File: config.mk
export PLATFORM = sky130hd
export DESIGN_NAME = mem_port_arbiter
export DESIGN_NICKNAME = d
export VERILOG_FILES = /design/src/rtl/mem_port_arbiter.sv
export SDC_FILE = /design/constraint.sdc
export NUM_CORES = 1
export LEC_CHECK = 0
export CORE_MARGIN = 4
export CORE_UTILIZATION = 25
export CTS_BUF_LIST = sky130_fd_sc_hd__clkbuf_8
export CTS_CLUSTER_DIAMETER = 60
export CTS_CLUSTER_SIZE = 30
export DETAILED_ROUTE_END_ITERATION = 7
export HOLD_SLACK_MARGIN = 0.1
export PLACE_DENSITY = 0.5
export REMOVE_ABC_BUFFERS = 1
export SKIP_CTS_REPAIR_TIMING = 1
export SYNTH_ARGS = -nofsm -noshare
export SYNTH_HDL_FRONTEND = slang
export SYNTH_SLANG_ARGS = --single-unit
File: constraint.sdc
create_clock -name clk -period 3.5 [get_ports clk]
set_input_delay 0.7 -clock clk [delete_from_list [all_inputs] [get_ports clk]]
set_output_delay 0.7 -clock clk [all_outputs]
set_load 0.005 [all_outputs]
File: src/rtl/mem_port_arbiter.sv
// Byte-wide memory bus arbiter: MEM has fixed priority over IF. Each access is
// split into per-byte bus cycles, and read bytes are assembled little-endian.
module mem_port_arbiter #(
  parameter int INSTR_BYTES = 4,
  parameter int ADDR_W      = 32
) (
  input  logic              clk,
  input  logic              rst,
  input  logic              if_req_i,
  input  logic [ADDR_W-1:0] if_addr_i,
  input  logic              if_flush_i,
  output logic [31:0]       if_data_o,
  output logic              if_done_o,
  input  logic [1:0]        mem_re_i,
  input  logic              mem_rsign_i,
  input  logic [1:0]        mem_we_i,
  input  logic [ADDR_W-1:0] mem_addr_i,
  input  logic [31:0]       mem_wdata_i,
  output logic [31:0]       mem_rdata_o,
  output logic              mem_done_o,
  output logic [ADDR_W-1:0] bus_addr_o,
  output logic [7:0]        bus_wdata_o,
  output logic              bus_wr_o,
  input  logic [7:0]        bus_rdata_i
);

  typedef enum logic [1:0] {IDLE, XFER, DONE} state_t;

  state_t            state_q, state_d;
  logic [2:0]        cnt_q;
  logic [2:0]        n_q;
  logic [ADDR_W-1:0] base_q;
  logic              wr_q;
  logic              sign_q;
  logic              own_if_q;
  logic [31:0]       wdata_q;
  logic [31:0]       asm_q, asm_d;
  logic [31:0]       load_ext;
  logic [1:0]        byte_sel;
  logic              mem_req;
  logic [1:0]        size_sel;
  logic [2:0]        size_n;
  logic              flush_if;

  // A store wins over a load when both sizes are non-zero.
  always_comb begin
    mem_req  = (mem_re_i != 2'b00) || (mem_we_i != 2'b00);
    size_sel = (mem_we_i != 2'b00) ? mem_we_i : mem_re_i;
    case (size_sel)
      2'b01:   size_n = 3'd1;
      2'b10:   size_n = 3'd2;
      default: size_n = 3'd4;
    endcase
  end

  // Read data for the address driven at cnt-1 arrives during cycle cnt.
  always_comb begin
    asm_d    = asm_q;
    byte_sel = cnt_q[1:0] - 2'd1;
    if (state_q == XFER && !wr_q && cnt_q != 3'd0)
      asm_d[{byte_sel, 3'b000} +: 8] = bus_rdata_i;
    case (n_q)
      3'd1:    load_ext = {{24{sign_q & asm_d[7]}}, asm_d[7:0]};
      3'd2:    load_ext = {{16{sign_q & asm_d[15]}}, asm_d[15:0]};
      default: load_ext = asm_d;
    endcase
  end

  // NOTE: every signal driven here gets a default first, so no path can infer a latch.
  always_comb begin
    state_d     = state_q;
    if_done_o   = 1'b0;
    mem_done_o  = 1'b0;
    bus_addr_o  = '0;
    bus_wdata_o = 8'h00;
    bus_wr_o    = 1'b0;
    flush_if    = if_flush_i & own_if_q;
    case (state_q)
      IDLE: begin
        if (mem_req || (if_req_i && !if_flush_i)) state_d = XFER;
      end
      XFER: begin
        if (cnt_q < n_q) begin
          bus_addr_o  = base_q + ADDR_W'(cnt_q);
          bus_wr_o    = wr_q;
          bus_wdata_o = wdata_q[{cnt_q[1:0], 3'b000} +: 8];
        end
        if (wr_q ? (cnt_q == n_q - 3'd1) : (cnt_q == n_q)) state_d = DONE;
        if (flush_if) state_d = IDLE;
      end
      DONE: begin
        state_d = IDLE;
        if (own_if_q) if_done_o  = !if_flush_i;
        else          mem_done_o = 1'b1;
      end
      default: state_d = IDLE;
    endcase
  end

  // NOTE: sequential state uses non-blocking assignments so every register samples pre-edge values.
  always_ff @(posedge clk) begin
    if (rst) begin
      state_q     <= IDLE;
      cnt_q       <= 3'd0;
      n_q         <= 3'd0;
      base_q      <= '0;
      wr_q        <= 1'b0;
      sign_q      <= 1'b0;
      own_if_q    <= 1'b0;
      wdata_q     <= 32'h0;
      // NOTE: the data registers are reset as well because their values are visible on the outputs.
      asm_q       <= 32'h0;
      if_data_o   <= 32'h0;
      mem_rdata_o <= 32'h0;
    end else begin
      state_q <= state_d;
      case (state_q)
        IDLE: begin
          cnt_q <= 3'd0;
          asm_q <= 32'h0;
          if (mem_req) begin
            base_q   <= mem_addr_i;
            n_q      <= size_n;
            wr_q     <= (mem_we_i != 2'b00);
            wdata_q  <= mem_wdata_i;
            sign_q   <= mem_rsign_i;
            own_if_q <= 1'b0;
          end else if (if_req_i && !if_flush_i) begin
            base_q   <= if_addr_i;
            n_q      <= 3'(INSTR_BYTES);
            wr_q     <= 1'b0;
            wdata_q  <= 32'h0;
            sign_q   <= 1'b0;
            own_if_q <= 1'b1;
          end
        end
        XFER: begin
          cnt_q <= cnt_q + 3'd1;
          asm_q <= asm_d;
          // Results are registered on entry to DONE and then held until the next one.
          if (state_d == DONE) begin
            if (own_if_q) if_data_o   <= asm_d;
            else          mem_rdata_o <= wr_q ? 32'h0 : load_ext;
          end
        end
        default: ;
      endcase
    end
  end

endmodule
# Word level (Yosys, flattened, before mapping)
# Index checks and enable logic that the tools add are counted.
[totals]
register_bits = 171
latch_bits = 0
ramBits = 0
romBits = 0
inputBits = 113
out_inout_bits = 107
elab_cells = 83
mem_count = 0
[classes]
addsub = 5
multipliers = 0
div_mod_pow = 0
order_cmp = 1
eq_ne = 9
n_shift = 3
n_mux = 34
bitwise_logic = 4
n_reduce_logical = 16
[ops]
columns = ["operator", "count"]
rows = [
  ["$mux W32", 8],
  ["$pmux W32 S2", 2],
  ["$add A32 B3 Y32", 1],
  ["$bwmux W32", 1],
  ["$shift A8 B7 Y32 const A", 1],
  ["$shiftx A32 B6 Y8", 1],
  ["$shiftx A8 B7 Y32", 1],
  ["$mux W8", 2],
  ["$mux W1", 12],
  ["$pmux W3 S2", 2],
  ["$mux W2", 4],
  ["$reduce_bool A2 Y1", 4],
  ["$neg A5 Y7", 1],
  ["$eq A2 B2 Y1 const B", 3],
  ["$eq A3 B3 Y1", 2],
  ["$mux W3", 2],
  ["$reduce_and A3 Y1", 2],
  ["$eq A2 B1 Y1 const B", 2],
  ["$pmux W2 S2", 1],
  ["$add A3 B1 Y3 const B", 1],
  ["$and A1 B1 Y1", 3],
  ["$eq A3 B1 Y1 const B", 1],
  ["$eq A3 B2 Y1 const B", 1],
  ["$logic_and A1 B1 Y1", 3],
  ["9 further kinds", 11],
]

# Logic depth before layout (Yosys ltp)
[logic_depth]
depth_word = 8
depth_mapped = 12
depth_no_buf = 7

# Worst setup path before layout
# OpenSTA, ideal clock, no wires.
[synth_path]
path_type = "register to register"
start = "register cnt_q[0]"
end = "register mem_rdata_o[29]"
setup_time_ps = 117
arrival_ps = 3074
required_ps = 3383
setup_slack_ps = 309
path_stages_with_launch = 12
n_path_buf = 5
period_less_slack_ps = 3191
cell_sequence = "dfxtp_1 -> clkbuf_1 -> buf_1 -> inv_1 -> ha_1 -> o41a_1 -> or3_1 -> buf_2 -> nor2b_4 -> buf_6 -> buf_6 -> a22o_1"
[synth_via]
elab_chain_cells = 8
elab_cells_between_ends = 20
classes_between = "add/sub: 2; eq/ne: 3; shift: 2; mux: 8; bitwise: 2; reduce/logical: 3"
[synth_rtl]
columns = ["element", "line_no", "source"]
rows = [
  ["start, declared", "30", "logic [2:0] cnt_q;"],
  ["start signal, assigned", "138", "cnt_q <= cnt_q + 3'd1;"],
  ["$sub A2 B1 Y2", "59", "byte_sel = cnt_q[1:0] - 2'd1;"],
  ["$neg A5 Y7", "61", "asm_d[{byte_sel, 3'b000} +: 8] = bus_rdata_i;"],
  ["$shiftx A8 B7 Y32 or $shift A8 B7 Y32 (tied branches)", "61", ""],
  ["$bwmux W32", "61", ""],
  ["$mux W32", "60", "if (state_q == XFER && !wr_q && cnt_q != 3'd0)"],
  ["$and A1 B1 Y1 (on tied branches)", "64, 63", ""],
  ["$pmux W32 S2", "62", "case (n_q)"],
  ["$mux W32", "143", "else mem_rdata_o <= wr_q ? 32'h0 : load_ext;"],
  ["end signal, assigned", "143", ""],
  ["end, declared", "19", "output logic [31:0] mem_rdata_o,"],
]
# Parallel ways exist; a longest one is shown, timed or not.
# A chain may end at the register's enable or synchronous reset.

# Final worst setup path
[layout_path]
start = "register cnt_q[0]"
end = "output bus_addr_o[26]"
[layout_via]
elab_chain_cells = 3
elab_cells_between_ends = 4
classes_between = "add/sub: 1; order compare: 1; mux: 2"
[layout_rtl]
columns = ["element", "line_no", "source"]
rows = [
  ["$add A32 B3 Y32 or $lt A3 B3 Y1 (tied branches)", "84, 83", ""],
  ["$mux W32 (*)", "83", "if (cnt_q < n_q) begin"],
  ["$mux W32 (*)", "78", "case (state_q)"],
  ["end, declared", "21", "output logic [ADDR_W-1:0] bus_addr_o,"],
]
# Mark *: on every way between the ends. The rest lies on a longest branch, timed or not.

==> impl_results.html <==
<table>
<tr><th>Metric</th><th>Value</th></tr>
<tr><th colspan="2">Outcome</th></tr>
<tr><td>Run status</td><td>completed</td></tr>
<tr><th colspan="2">Clocking</th></tr>
<tr><td>Clock slew seen by the registers of the worst setup and hold paths</td><td>0.09 ns</td></tr>
<tr><td>Clock latency on the worst-skew pair</td><td>0.46 ns</td></tr>
<tr><td>Number of CTS-inserted buffers</td><td>17</td></tr>
<tr><td>Clock root buffer</td><td>sky130_fd_sc_hd__clkbuf_8</td></tr>
<tr><td>TritonCTS clock tree</td><td>built</td></tr>
<tr><td>Total number of H-tree levels</td><td>4</td></tr>
<tr><td>Maximum count of clock buffers along a single path</td><td>2</td></tr>
<tr><td>TritonCTS sink count</td><td>171</td></tr>
<tr><th colspan="2">Global routing</th></tr>
<tr><td>Wire length of the first global-routing pass</td><td>41910 µm</td></tr>
<tr><td>Maximum number of pins on one net before global-route repair</td><td>149</td></tr>
<tr><td>Total global routing track utilization</td><td>14.62%</td></tr>
<tr><td>Global route total overflow</td><td>0</td></tr>
<tr><td>Vias in the first global route</td><td>7388</td></tr>
<tr><td>Initial antenna violation count</td><td>0</td></tr>
<tr><th colspan="2">Floorplan</th></tr>
<tr><td>Vertical die dimension</td><td>189.7 µm</td></tr>
<tr><td>Starting density of the core</td><td>25.37%</td></tr>
<tr><td>Boundary Pins</td><td>220</td></tr>
<tr><td>Standard-cell row count</td><td>66</td></tr>
<tr><td>Die Area</td><td>35990 µm²</td></tr>
<tr><td>Core box area</td><td>32540 µm²</td></tr>
<tr><td>Overall die width</td><td>189.7 µm</td></tr>
<tr><th colspan="2">Worst setup path</th></tr>
<tr><td>Worst EP arrival</td><td>2.64 ns</td></tr>
<tr><td>Cell-by-cell trace of the critical path</td><td>ha_2, fa_2, a21oi_4, nor3_4, nand4_1, or2_2, a21oi_1, clkdlybuf4s50_1</td></tr>
<tr><td>Required time of the critical path</td><td>2.80 ns</td></tr>
<tr><td>Slowest cell on crit path</td><td>sky130_fd_sc_hd__clkdlybuf4s50_1</td></tr>
<tr><td>Critical path's largest stage delay</td><td>0.52 ns</td></tr>
<tr><td>Largest driver fanout on the critical path</td><td>4</td></tr>
<tr><td>Kind of end point of the critical path</td><td>primary output</td></tr>
<tr><td>Critical Path Source Type</td><td>flop</td></tr>
<tr><td>Setup CP Type</td><td>reg -&gt; out</td></tr>
<tr><th colspan="2">Yosys</th></tr>
<tr><td>Synth top area cells</td><td>sky130_fd_sc_hd__dfxtp_1 (41%), sky130_fd_sc_hd__mux2i_1 (7.9%), sky130_fd_sc_hd__nor2_1 (6.9%)</td></tr>
<tr><td>Fraction of registers with async set or reset after synthesis</td><td>0%</td></tr>
<tr><td>Synth Warn #</td><td>0</td></tr>
<tr><td>Number of enable-type register cells in the synthesized netlist</td><td>0</td></tr>
<tr><td>Cell type contributing the most total cell area after synthesis</td><td>sky130_fd_sc_hd__dfxtp_1</td></tr>
<tr><td>Distinct cell type count of the synthesized netlist</td><td>47</td></tr>
<tr><td>Sequential-to-total area share from yosys stat</td><td>41.47%</td></tr>
<tr><td>Instance count of the mapped netlist</td><td>950</td></tr>
<tr><td>#FFs+latches synth</td><td>171</td></tr>
<tr><td>Fraction of post-synthesis cell area in the top cell type by area</td><td>41.47%</td></tr>
<tr><td>Top_reg_cell synth</td><td>sky130_fd_sc_hd__dfxtp_1</td></tr>
<tr><td>Mean Syn Cell Area</td><td>8.689 µm²</td></tr>
<tr><td>Post-synthesis instance area</td><td>8254 µm²</td></tr>
<tr><th colspan="2">Finish</th></tr>
<tr><td>Layout net count</td><td>1274</td></tr>
<tr><td>Layout Utilization</td><td>35.20%</td></tr>
<tr><td>Area growth syn-to-layout</td><td>38.76%</td></tr>
<tr><td>Number of filler cells placed in the layout</td><td>3385</td></tr>
<tr><td>Most frequent cells in the layout</td><td>sky130_fd_sc_hd__clkdlybuf4s50_1 (215), sky130_fd_sc_hd__dfxtp_1 (165), sky130_fd_sc_hd__nor2_1 (152), sky130_fd_sc_hd__a21oi_1 (81), sky130_fd_sc_hd__mux2i_1 (65)</td></tr>
<tr><td>Footprint of the multi-input gates</td><td>4503 µm²</td></tr>
<tr><td>Final standard cell count with taps included and fillers excluded</td><td>1602</td></tr>
<tr><td>Most common cell after layout, fill and taps aside</td><td>sky130_fd_sc_hd__clkdlybuf4s50_1</td></tr>
<tr><td>Layout cells sized above 1</td><td>8.989%</td></tr>
<tr><td>Sequential standard cell area</td><td>3431 µm²</td></tr>
<tr><th colspan="2">Power</th></tr>
<tr><td>Leakage Power</td><td>4.172 nW</td></tr>
<tr><td>Combinational power share</td><td>21.6%</td></tr>
<tr><td>Power Dens Cells</td><td>405.3 nW/µm²</td></tr>
<tr><td>Register share of total power</td><td>46.6%</td></tr>
<tr><td>Net switching fraction of the power</td><td>31.16%</td></tr>
<tr><td>Psw</td><td>1.446 mW</td></tr>
<tr><td>Cell-internal power</td><td>3.195 mW</td></tr>
<tr><td>Total power</td><td>4.642 mW</td></tr>
<tr><td>Clock Power Share</td><td>31.8%</td></tr>
<tr><td>Max VDD drop</td><td>259.1 µV</td></tr>
<tr><th colspan="2">Routing</th></tr>
<tr><td>Via count</td><td>7383</td></tr>
<tr><td>Pre-Repair DR Iteration Count</td><td>4</td></tr>
<tr><td># DRC</td><td>0</td></tr>
<tr><td>Total length of routed wires</td><td>26820 µm</td></tr>
<tr><td>Final routed wire length divided by cell count</td><td>16.74 µm</td></tr>
<tr><td>Routed via count divided by cell count</td><td>4.609</td></tr>
<tr><td>Post-detailed-route count of antenna-violating nets</td><td>0</td></tr>
<tr><td>DR iter-0 viols</td><td>337</td></tr>
<tr><th colspan="2">STA</th></tr>
<tr><td>Maximum operating frequency</td><td>0.2996 GHz</td></tr>
<tr><td>Number of failing setup endpoints in the final timing report</td><td>0</td></tr>
<tr><td>Final-layout setup total negative slack</td><td>0 ns</td></tr>
<tr><td>Count of pins over their slew limit</td><td>0</td></tr>
<tr><td>Final Worst Setup Slack</td><td>0.1626 ns</td></tr>
<tr><td>Period Utilization, post-route</td><td>95.35%</td></tr>
<tr><td>Fin crit period</td><td>3.337 ns</td></tr>
<tr><td>Slew HR</td><td>22.65%</td></tr>
<tr><td>Worst Clk Skew</td><td>0.01799 ns</td></tr>
<tr><td>Hold violation total from the final report</td><td>0</td></tr>
<tr><td>Worst Max-Slew Pin Slew</td><td>1.154 ns</td></tr>
<tr><th colspan="2">Placed design</th></tr>
<tr><td>Routability cong.</td><td>0.7588</td></tr>
<tr><td>Port Buf Inserts</td><td>219</td></tr>
<tr><td>Post-detailed-placement half-perimeter wirelength</td><td>18720 µm</td></tr>
<tr><td>Instance count after placement with tap cells included</td><td>1561</td></tr>
<tr><td>Worst slack at placement</td><td>0.1429 ns</td></tr>
<tr><th colspan="2">Run</th></tr>
<tr><td>Max_cap viols</td><td>0</td></tr>
<tr><th colspan="2">Hold path</th></tr>
<tr><td>Kind of path behind the tightest hold check</td><td>reg -&gt; reg</td></tr>
</table>
-- sequential cells by signal (all words and copies together) (netlist names) --
register / flops
base_q: 32
n_q: 3
wdata_q: 32
mem_rdata_o: 32
state_q: 2
asm_q: 32
if_data_o: 32
sign_q: 1
own_if_q: 1
cnt_q: 3
wr_q: 1
-- power by group through the flow --
stage | clock network, mW | logic, mW | registers (mW)
2_1_floorplan | 0 | 0.518 | 2.20
3_3_place_gp | 0 | 1.01 | 2.20
3_5_place_dp | 0 | 1.01 | 2.20
4_1_cts | 1.55 | 1.01 | 2.16
5_1_grt | 1.62 | 1.11 | 2.18
6_report | 1.48 | 1.00 | 2.16
-- kinds of logic after synthesis --
kind of cell / share of synthesized area (%)
AO/OA/AOI/OAI: 17.16
XOR/XNOR: 2.835
adder cells (fa/ha/maj): 2.668
buffers and inverters: 4.639
flip-flops: 41.47
multiplexers: 11.16
AND/OR/NAND/NOR: 20.07
-- critical path: cells and delay by family, from the launching register on --
family	cells	cell delay, ns
compound gates	2	0.22
fa+ha+maj	2	0.42
buf+inv	1	0.52
flops	1	0.35
simple gates	3	0.66
-- worst paths after layout --
path                                     start               to  slack (ns)  cells after the start
worst max-delay path                  cnt_q[0]   bus_addr_o[26]        0.16                      8
worst min-delay path            mem_rdata_o[6]   mem_rdata_o[6]        0.46                      2
worst min register to register  mem_rdata_o[6]   mem_rdata_o[6]        0.46                      2
worst max register to register        cnt_q[0]  mem_rdata_o[17]        0.62                      8
-- Yosys cell counts (17+ instances only) --
cell and number:
sky130_fd_sc_hd__nand2_1 60, sky130_fd_sc_hd__mux2i_1 65, sky130_fd_sc_hd__dfxtp_1 171, sky130_fd_sc_hd__a21oi_1 82, sky130_fd_sc_hd__xor2_1 17, sky130_fd_sc_hd__nand3_1 47
sky130_fd_sc_hd__a2bb2oi_1 23, sky130_fd_sc_hd__a211oi_1 56, sky130_fd_sc_hd__and3_1 22, sky130_fd_sc_hd__nor2_1 152, sky130_fd_sc_hd__clkbuf_1 57
-- layer usage --
metal	global-route usage [%]	vias up	part of all wire [%]
li1	-	3762	-
met1	19.92	3427	47
met2	23.50	183	46
met3	3.908	11	6.3
met4	2.949	0	0.76
met5	0	-	0
-- area by class of cell --
cell class                 count  area share [%]
multi-input combinational    687           39.32
sequential                   171           29.95
timing repair buffer         254           21.87
tap                          442           4.828
clock buffer                  19           2.283
clock inverter                13           1.256
inverter                      13          0.4260
antenna                        3         0.06555
-- per-stage QoR --
| stage | instance area [µm²] | hold slack, ns |
|---|---|---|
| floorplan | 7920 | 0.4373 |
| global placement | 10940 | 0.4386 |
| detailed placement | 10940 | 0.4477 |
| CTS | 11340 | 0.4609 |
| global route | 11450 | 0.4692 |
| finish | 11450 | 0.4551 |
(Power assumes the default switching activity.)
